## src/rtl/onehot_req_arbiter_pkg.sv

```systemverilog
// Shared definitions for the one-hot request arbiter: default sizes, FSM state
// type and a one-hot to index helper used by the round-robin pointer update.
// Latency: n/a (declarations only). Backpressure: n/a.
package onehot_req_arbiter_pkg;

   localparam int ARB_N     = 8;   // request lines (only 8 supported)
   localparam int ARB_CNT_W = 8;   // drop counter width

   typedef enum logic {
      IDLE  = 1'b0,
      OFFER = 1'b1
   } arb_state_e;

   // Index of the set bit of an 8-bit one-hot vector (0 when empty).
   function automatic logic [2:0] onehot8_to_idx(input logic [7:0] oh);
      logic [2:0] idx;
      idx = '0;
      for (int i = 0; i < 8; i++) begin
         if (oh[i]) idx = 3'(i);
      end
      return idx;
   endfunction

endpackage

```

## src/rtl/onehot_req_arbiter_if.sv

```systemverilog
// Handshake bundle between the request sources, the arbiter and the encoder.
// Latency: n/a (wires only). Backpressure: grant_ready from the encoder side.
// Ports: req (sources->arb), grant_ready (encoder->arb),
//        grant/grant_valid (arb->encoder), drop_cnt (arb status).
interface onehot_req_arbiter_if #(
   parameter int N     = onehot_req_arbiter_pkg::ARB_N,
   parameter int CNT_W = onehot_req_arbiter_pkg::ARB_CNT_W
);
   logic [N-1:0]     req;
   logic             grant_ready;
   logic [N-1:0]     grant;
   logic             grant_valid;
   logic [CNT_W-1:0] drop_cnt;

   // master: environment driving requests and consuming grants
   modport master (
      output req, grant_ready,
      input  grant, grant_valid, drop_cnt
   );

   // slave: the arbiter itself
   modport slave (
      input  req, grant_ready,
      output grant, grant_valid, drop_cnt
   );
endinterface

```

## src/rtl/onehot_req_arbiter_rr_pick8.sv

```systemverilog
// Combinational selection of one pending bit out of eight, returned one-hot.
// Latency: 0 cycles (pure combinational). Backpressure: none.
// Ports: pending_i (candidates), ptr_i (last granted index, RR build only),
//        pick_o (one-hot pick, zero when nothing pending).
// ONEHOT_ARB_RR_EN defined: search upward starting at ptr_i+1 (wrapping);
// undefined: fixed priority, highest index wins, no pointer input.
module rr_pick8 (
   input  logic [7:0] pending_i,
`ifdef ONEHOT_ARB_RR_EN
   input  logic [2:0] ptr_i,
`endif
   output logic [7:0] pick_o
);

`ifdef ONEHOT_ARB_RR_EN
   logic [2:0] idx;
   logic       found;

   // k=8 truncates to ptr_i itself, so the last-granted line is tried last.
   always_comb begin
      pick_o = '0;
      found  = 1'b0;
      idx    = '0;
      for (int k = 1; k <= 8; k++) begin
         idx = ptr_i + 3'(k);
         if (!found && pending_i[idx]) begin
            pick_o[idx] = 1'b1;
            found       = 1'b1;
         end
      end
   end
`else
   logic found;

   always_comb begin
      pick_o = '0;
      found  = 1'b0;
      for (int k = 7; k >= 0; k--) begin
         if (!found && pending_i[k]) begin
            pick_o[k] = 1'b1;
            found     = 1'b1;
         end
      end
   end
`endif

endmodule

```

## src/rtl/onehot_req_arbiter.sv

```systemverilog
// Turns rising edges on 8 request lines into a registered one-hot grant.
// Latency: edge sampled at clock k -> grant_valid after clock k+1; one bubble
// cycle after each accept. Backpressure: grant held until grant_ready.
// Ports: clk, rst (sync active-high), bus (slave modport: req, grant_ready in;
//        grant, grant_valid, drop_cnt out). Macro: ONEHOT_ARB_RR_EN selects
//        round-robin; default build is fixed priority (highest index wins).
module onehot_req_arbiter #(
   parameter int N     = onehot_req_arbiter_pkg::ARB_N,
   parameter int CNT_W = onehot_req_arbiter_pkg::ARB_CNT_W
) (
   input  logic                      clk,
   input  logic                      rst,
   onehot_req_arbiter_if.slave       bus
);
   import onehot_req_arbiter_pkg::*;

   logic [N-1:0]     req_q;
   logic [N-1:0]     pending_q, pending_d;
   logic [N-1:0]     grant_q;
   logic             grant_valid_q;
   logic [CNT_W-1:0] drop_cnt_q, drop_cnt_d;
   arb_state_e       state_q;

   logic [N-1:0]     edge_v, clear_v, drop_v, pick;
   logic             accept;

`ifdef ONEHOT_ARB_RR_EN
   logic [2:0]       ptr_q;
`endif

   rr_pick8 u_pick (
      .pending_i (pending_q),
`ifdef ONEHOT_ARB_RR_EN
      .ptr_i     (ptr_q),
`endif
      .pick_o    (pick)
   );

   assign accept = (state_q == OFFER) && grant_valid_q && bus.grant_ready;

   // A new edge on a bit being cleared by this accept re-arms it (set wins);
   // an edge on a bit that stays pending is lost and counted.
   always_comb begin
      edge_v     = bus.req & ~req_q;
      clear_v    = accept ? grant_q : '0;
      drop_v     = edge_v & pending_q & ~clear_v;
      pending_d  = (pending_q & ~clear_v) | edge_v;
      drop_cnt_d = drop_cnt_q;
      if ((|drop_v) && (drop_cnt_q != '1)) begin
         drop_cnt_d = drop_cnt_q + {{(CNT_W-1){1'b0}}, 1'b1};
      end
   end

   always_ff @(posedge clk) begin
      if (rst) begin
         req_q         <= '0;
         pending_q     <= '0;
         drop_cnt_q    <= '0;
         grant_q       <= '0;
         grant_valid_q <= 1'b0;
         state_q       <= IDLE;
`ifdef ONEHOT_ARB_RR_EN
         ptr_q         <= 3'd7;
`endif
      end else begin
         req_q      <= bus.req;
         pending_q  <= pending_d;
         drop_cnt_q <= drop_cnt_d;
         case (state_q)
            IDLE: begin
               if (|pending_q) begin
                  grant_q       <= pick;
                  grant_valid_q <= 1'b1;
                  state_q       <= OFFER;
               end else begin
                  grant_q       <= '0;
                  grant_valid_q <= 1'b0;
               end
            end
            OFFER: begin
               if (bus.grant_ready) begin
                  grant_q       <= '0;
                  grant_valid_q <= 1'b0;
                  state_q       <= IDLE;
`ifdef ONEHOT_ARB_RR_EN
                  ptr_q         <= onehot8_to_idx(grant_q);
`endif
               end
            end
            default: begin
               grant_q       <= '0;
               grant_valid_q <= 1'b0;
               state_q       <= IDLE;
            end
         endcase
      end
   end

   assign bus.grant       = grant_q;
   assign bus.grant_valid = grant_valid_q;
   assign bus.drop_cnt    = drop_cnt_q;

endmodule

```

## src/flat_wrapper.sv

```systemverilog
// flat-port wrapper written by rule: the top's interface ports become plain ports
module onehot_req_arbiter_flat import onehot_req_arbiter_pkg::*;
#(
   parameter int N     = onehot_req_arbiter_pkg::ARB_N,
   parameter int CNT_W = onehot_req_arbiter_pkg::ARB_CNT_W
)
  (clk, rst, bus_req, bus_grant_ready, bus_grant, bus_grant_valid, bus_drop_cnt);
  onehot_req_arbiter_if #(.N(N), .CNT_W(CNT_W)) bus_i ();
  input  logic clk;
  input  logic rst;
  input wire logic [$bits(bus_i.req)-1:0] bus_req;
  input wire logic [$bits(bus_i.grant_ready)-1:0] bus_grant_ready;
  output wire logic [$bits(bus_i.grant)-1:0] bus_grant;
  output wire logic [$bits(bus_i.grant_valid)-1:0] bus_grant_valid;
  output wire logic [$bits(bus_i.drop_cnt)-1:0] bus_drop_cnt;
  assign bus_i.req = bus_req;
  assign bus_i.grant_ready = bus_grant_ready;
  assign bus_grant = bus_i.grant;
  assign bus_grant_valid = bus_i.grant_valid;
  assign bus_drop_cnt = bus_i.drop_cnt;
  onehot_req_arbiter #(.N(N), .CNT_W(CNT_W)) u_core (.clk(clk), .rst(rst), .bus(bus_i));
endmodule
```

## config.mk

```make
export PLATFORM = sky130hd
export DESIGN_NAME = onehot_req_arbiter_flat
export DESIGN_NICKNAME = d
export VERILOG_FILES = /design/src/rtl/onehot_req_arbiter_pkg.sv /design/src/rtl/onehot_req_arbiter_if.sv /design/src/rtl/onehot_req_arbiter_rr_pick8.sv /design/src/rtl/onehot_req_arbiter.sv /design/src/flat_wrapper.sv
export SDC_FILE = /design/constraint.sdc
export NUM_CORES = 1
export LEC_CHECK = 0
export ABC_AREA = 1
export BUFFER_PORTS_ARGS = -buffer_cell sky130_fd_sc_hd__buf_2
export CORE_MARGIN = 5
export CORE_UTILIZATION = 58
export DETAILED_ROUTE_END_ITERATION = 10
export PLACE_DENSITY_LB_ADDON = 0.12
export SYNTH_ARGS = -nofsm -noshare
export SYNTH_HDL_FRONTEND = slang
export SYNTH_SLANG_ARGS = --single-unit
```

## constraint.sdc

```tcl
create_clock -name clk -period 4.4 [get_ports clk]
set_input_delay 0.22 -clock clk [delete_from_list [all_inputs] [get_ports clk]]
set_output_delay 0.22 -clock clk [all_outputs]
set_load 0.05 [all_outputs]
```

# Yosys cells after proc, flatten, opt, wreduce, memory -nomap -nowiden
# Index checks and enable logic that the tools add are counted.
# op_classes
n_addsub	1
n_eq_ne	2
mux	23
bitwise	8
n_reduce_logical	19
# op_table
op	count
AND 8 bit	4
2-to-1 mux 8 bit	3
2-to-1 mux 1 bit	17
inverter 8 bit	2
case mux 8 bit (2 select lines)	1
OR reduction 8 bit	2
logical AND 1 bit	10
adder 8 x 1 -> 8 bit, second input constant	1
!= test 8 bit, second input constant	1
OR 8 bit	1
logical NOT 1 bit	7
case mux 1 bit (2 select lines)	2
!= test 2 bit, second input constant	1
inverter 1 bit	1
# totals
regBits	34
inputBits	11
output_inout_bits	17
wordCells	59

# Longest topological paths before layout
# depth
depth_word	24
ltp_mapped	11
depth_no_buf	11

# Modules after synthesis
# From an unflattened synthesis, not the netlist that was laid out.
# unflattened
cells_unflattened	236
area_unflattened_um2	1607.8
# modules_own_cells
module	instances	cells_each	area_each_um2	seq_area_each_um2
onehot_req_arbiter	1	218	1517.7	680.7
rr_pick8	1	18	90.1	0.0

# Least setup slack after synthesis
# Ideal clock, no wire load.
# synth_path
path_type	register to register
start	register u_core.drop_cnt_q[0], in the netlist u_core.bus.drop_cnt[0]
end	register u_core.drop_cnt_q[5], in the netlist u_core.bus.drop_cnt[5]
setup_time_ps	117
t_arrival_ps	1649
required_ps	4283
path_slack_ps	2634
stages_incl_launch_ff	11
path_buffers	0
period_less_slack_ps	1766
path_cell_list	dfxtp_1 ha_1 nand2_1 inv_1 nand2_1 inv_1 nand2_1 nand2_1 nor2_1 a21oi_1 nor2_1
# synth_via
elab_chain_len	2
elab_cells_between_ends	3
cone_classes	1 x add/sub; 1 x eq/ne; 1 x reduce/logical
# synth_lines
item	line_no	source
start: declaration	onehot_req_arbiter.sv:21	logic [CNT_W-1:0] drop_cnt_q, drop_cnt_d;
start signal: assignment	onehot_req_arbiter.sv:68	drop_cnt_q <= drop_cnt_d;
branches (longest 2 deep; another with adder 8 x 1 -> 8 bit)	--	
# Several ways; the timed one is not identified.
# A chain may end at the register's enable or synchronous reset.

# Worst setup path in the final report
# layout_path
start	register u_core.state_q
end	register u_core.grant_valid_q, in the netlist u_core.bus.grant_valid
# layout_via
elab_chain_len	2
elab_cells_between_ends	3
cone_classes	1 x eq/ne; 1 x mux; 1 x bitwise
# layout_lines
item	line_no	source
start: declaration	onehot_req_arbiter.sv:22	arb_state_e state_q;
start signal: assignment	onehot_req_arbiter.sv:61	state_q <= IDLE;
start signal: assignment	onehot_req_arbiter.sv:74	state_q <= OFFER;
start signal: assignment	onehot_req_arbiter.sv:84	state_q <= IDLE;
inverter 1 bit	onehot_req_arbiter.sv:69	case (state_q)
case mux 1 bit (2 select lines)	onehot_req_arbiter.sv:69	
end signal: assignment	onehot_req_arbiter.sv:73	grant_valid_q <= 1'b1;
end signal: assignment	onehot_req_arbiter.sv:77	grant_valid_q <= 1'b0;
end signal: assignment	onehot_req_arbiter.sv:83	grant_valid_q <= 1'b0;
end: declaration	onehot_req_arbiter.sv:20	logic grant_valid_q;
# Several ways; a longest one is shown, not always the timed one.

==> results by group <==
Outcome
  – Status: finished, final reports clean

Worst setup path
  – CP arrival: 1890 ps
  – Reg2Reg Setup Slack: 2780 ps
  – Startpoint types: flip-flop
  – Slowest cell on the critical path: dfxtp_1
  – Setup crit end kind: flip-flop
  – WP data required: between 4000 and 5000 ps
  – R2r worst-path depth: 4
  – Crit Path Max Fanout: 10
  – Worst r2r dst: u_core.bus.grant_valid$_SDFFE_PP0P_
  – WS Path Type: flip-flop to flip-flop
  – Crit-path cells: clkinv_1 -> nor2_2 -> nand2_1 -> a21oi_1
  – Worst r2r src: u_core.state_q$_SDFF_PP0_
  – Crit-path max cell delay: 540 ps

Worst hold path
  – Hold Crit Start: bus_req[2]
  – HP Class: primary input to flip-flop
  – Min-Delay Endpoint: u_core.req_q[2]$_SDFF_PP0_
  – Worst hold path stage count: 3

STA
  – Slew @ Worst Pin: 505 ps
  – Final Hold Viols: 0
  – Pins Over Slew Limit: 0
  – Post-Route Skew: 17.0 ps
  – Tmin final: 1620 ps
  – Rel. slew slack: between 60% and 70%
  – Period utilisation layout: 36.9%
  – Hold Slack: 82.9 ps
  – Max Fclk: 0.616 GHz
  – Final TNS setup: 0 ps
  – RSZ-0062 raised after global routing: false
  – Setup Viol. Count Final: 0

Global route
  – Met1 track demand over resource: 26.0%
  – Met3 Track Usage GR: 6.92%
  – Global-route wire length before repair: between 5 and 6 mm
  – Gr usage total: 18.4%
  – Global routing usage on met2: between 20% and 30%
  – Most Crowded Layer GR: met1
  – Initial antenna violation count: 0
  – Grt total ovfl: 0
  – Largest net degree at the start of global routing: 28
  – Vias in the first global route: approximately 1.2k

Logic synthesis
  – Seq/Total Area, Yosys: 44.4%
  – Synth Instances: 225
  – Syn avg cell area: approximately 7 µm²
  – Syn Nets: between 200 and 250
  – FF+latch count, synth: 34
  – Mapped cell area: 1530 µm²
  – Synth unique cells: 17
  – Warnings, synthesis: 0

Placed design
  – RD Place Congestion: between 0.7 and 0.8
  – Hpwl dp: 2.23 mm
  – Area after DPL: approximately 1700 µm²
  – Port bufs: 27

Final layout
  – Util after Layout: between 60 and 70%
  – Fraction of layout cells with a size suffix above 1: around 16%
  – Design Area, Final: 1720 µm²
  – N_diodes: 0
  – Total Nets Final: 264
  – Synth-to-layout area growth: 12.0%

Routing
  – Post-route ant nets: 0
  – WL final: 3.06 mm
  – DR iter-0 viols: 50
  – First-pass DRT Iterations: 4
  – WL/cell: 10.8 µm
  – Residual DRC count: 0
  – Drt via density: slightly below 5
  – Routed vias: 1386

Floorplan
  – # IOs: 28
  – Starting density of the core: 61.3%
  – Die Span X: approximately 61 µm
  – FP Rows: 18
  – Die height: about 60 µm
  – Core area: between 2000 and 2500 µm²
  – Die area: approximately 3800 µm²

CTS
  – Clock Path Buffers: 2
  – # hold bufs at CTS: 0
  – Reg clk slew, reported paths: around 110 ps
  – Number of CTS-inserted buffers: 5
  – Clock Tree Root: clkbuf_4
  – Post_cts resized: 0
  – Htree depth: 2
  – CTS tree: yes
  – Setup Fix Bufs, Post-CTS: 0
  – Worst skew pair latency: 340 ps
  – Clk sinks: 34

Flow run
  – Max-cap viol count: 0

Power
  – Power Density: approximately 370 nW/µm²
  – LEAKAGE: 0.856 nW
  – PnR Total Power: between 600 and 700 µW
  – Peak supply drop: slightly above 0.3 mV
[final cells by class]
| class | instances | area (µm²) |
|---|---|---|
| Clock buffer | 7 | 55.1 |
| Clock inverter | 1 | 5.00 |
| Fill cell | 238 | 785 |
| Inverter | 37 | 139 |
| Multi-Input combinational cell | 147 | 663 |
| Sequential cell | 34 | 681 |
| Tap cell | 30 | 37.5 |
| Timing Repair Buffer | 27 | 135 |
[worst max path at each step]
stage	to	slack (ps)	from
floorplan	u_core.bus.drop_cnt[5]$_SDFFE_PP0P_	2630	u_core.bus.drop_cnt[0]$_SDFFE_PP0P_
global placement	u_core.bus.drop_cnt[5]$_SDFFE_PP0P_	2840	u_core.bus.drop_cnt[0]$_SDFFE_PP0P_
detailed placement	u_core.bus.drop_cnt[5]$_SDFFE_PP0P_	2840	u_core.bus.drop_cnt[0]$_SDFFE_PP0P_
CTS	u_core.bus.grant_valid$_SDFFE_PP0P_	2820	u_core.state_q$_SDFF_PP0_
global route	u_core.bus.grant_valid$_SDFFE_PP0P_	2590	u_core.state_q$_SDFF_PP0_
finish	u_core.bus.grant_valid$_SDFFE_PP0P_	2780	u_core.state_q$_SDFF_PP0_
[per-layer routing]
layer | wire [µm] | vias up
met3 | 180 | 5
met5 | 0 | -
met2 | 1260 | 30
met4 | 38 | 0
met1 | 1580 | 596
li1 | - | 755
[per-stage QoR]
step | setup slack, ps | instances
6_report | 2780 | 283
5_1_grt | 2590 | 283
4_1_cts | 2820 | 283
3_5_place_dp | 2840 | 275
3_3_place_gp | 2840 | 275
2_1_floorplan | 2630 | 225
[worst max-delay path: cells and delay by family, from the launching register on]
kind,cells,cell delay (ps)
AOI/OAI and AO/OA,1,150
and+or+nand+nor,2,510
DFF,1,540
buffers and inverters,1,350
[power breakdown]
part	internal (mW)	switching, mW	leakage [nW]
Combinational	0.0305	0.0762	0.540
Clock	0.0774	0.102	0.0353
Sequential	0.326	0.0177	0.280
Total	0.434	0.196	0.856
[flip-flops by register name, summed over array words and instances, names as in the netlist]
register                count
u_core.bus.drop_cnt         8
u_core.bus.grant            8
u_core.pending_q            8
u_core.req_q                8
u_core.bus.grant_valid      1
u_core.state_q              1
[kinds of logic (layout without fill, tap and decap cells)]
group,Yosys count,count (layout),synth area share (%)
fa+ha+maj,1,1,0.817
buf+inv,44,72,12.3
compound gates,29,29,9.48
simple gates,117,117,33.0
flops,34,34,44.4
[cells in the mapped netlist]
library cell	count	area share [%]
dfxtp_1	34	44
o21ai_1	1	0.33
nor2_2	3	1.2
clkinv_1	1	0.24
nand4_1	9	3.7
nand2_1	55	13
clkbuf_1	3	0.74
nand3_1	12	3.9
o21ai_0	2	0.65
nor2_1	34	8.3
buf_4	2	0.98
a21oi_1	26	8.5
nand2_2	1	0.41
buf_6	2	1.5
inv_1	36	8.8
ha_1	1	0.82
nand3_2	3	2.0
[cells in the final DEF (no fill, tap or decap), types with 2 or more instances in the layout]
cell,Yosys,layout
buf_2,0,27
a21oi_1,26,26
inv_1,36,36
nor2_2,3,3
nand3_2,3,3
nand3_1,12,12
clkbuf_4,0,5
nand4_1,9,9
nor2_1,34,34
dfxtp_1,34,34
o21ai_0,2,2
nand2_1,55,55
Note: power is estimated with default switching activity, not from simulation.
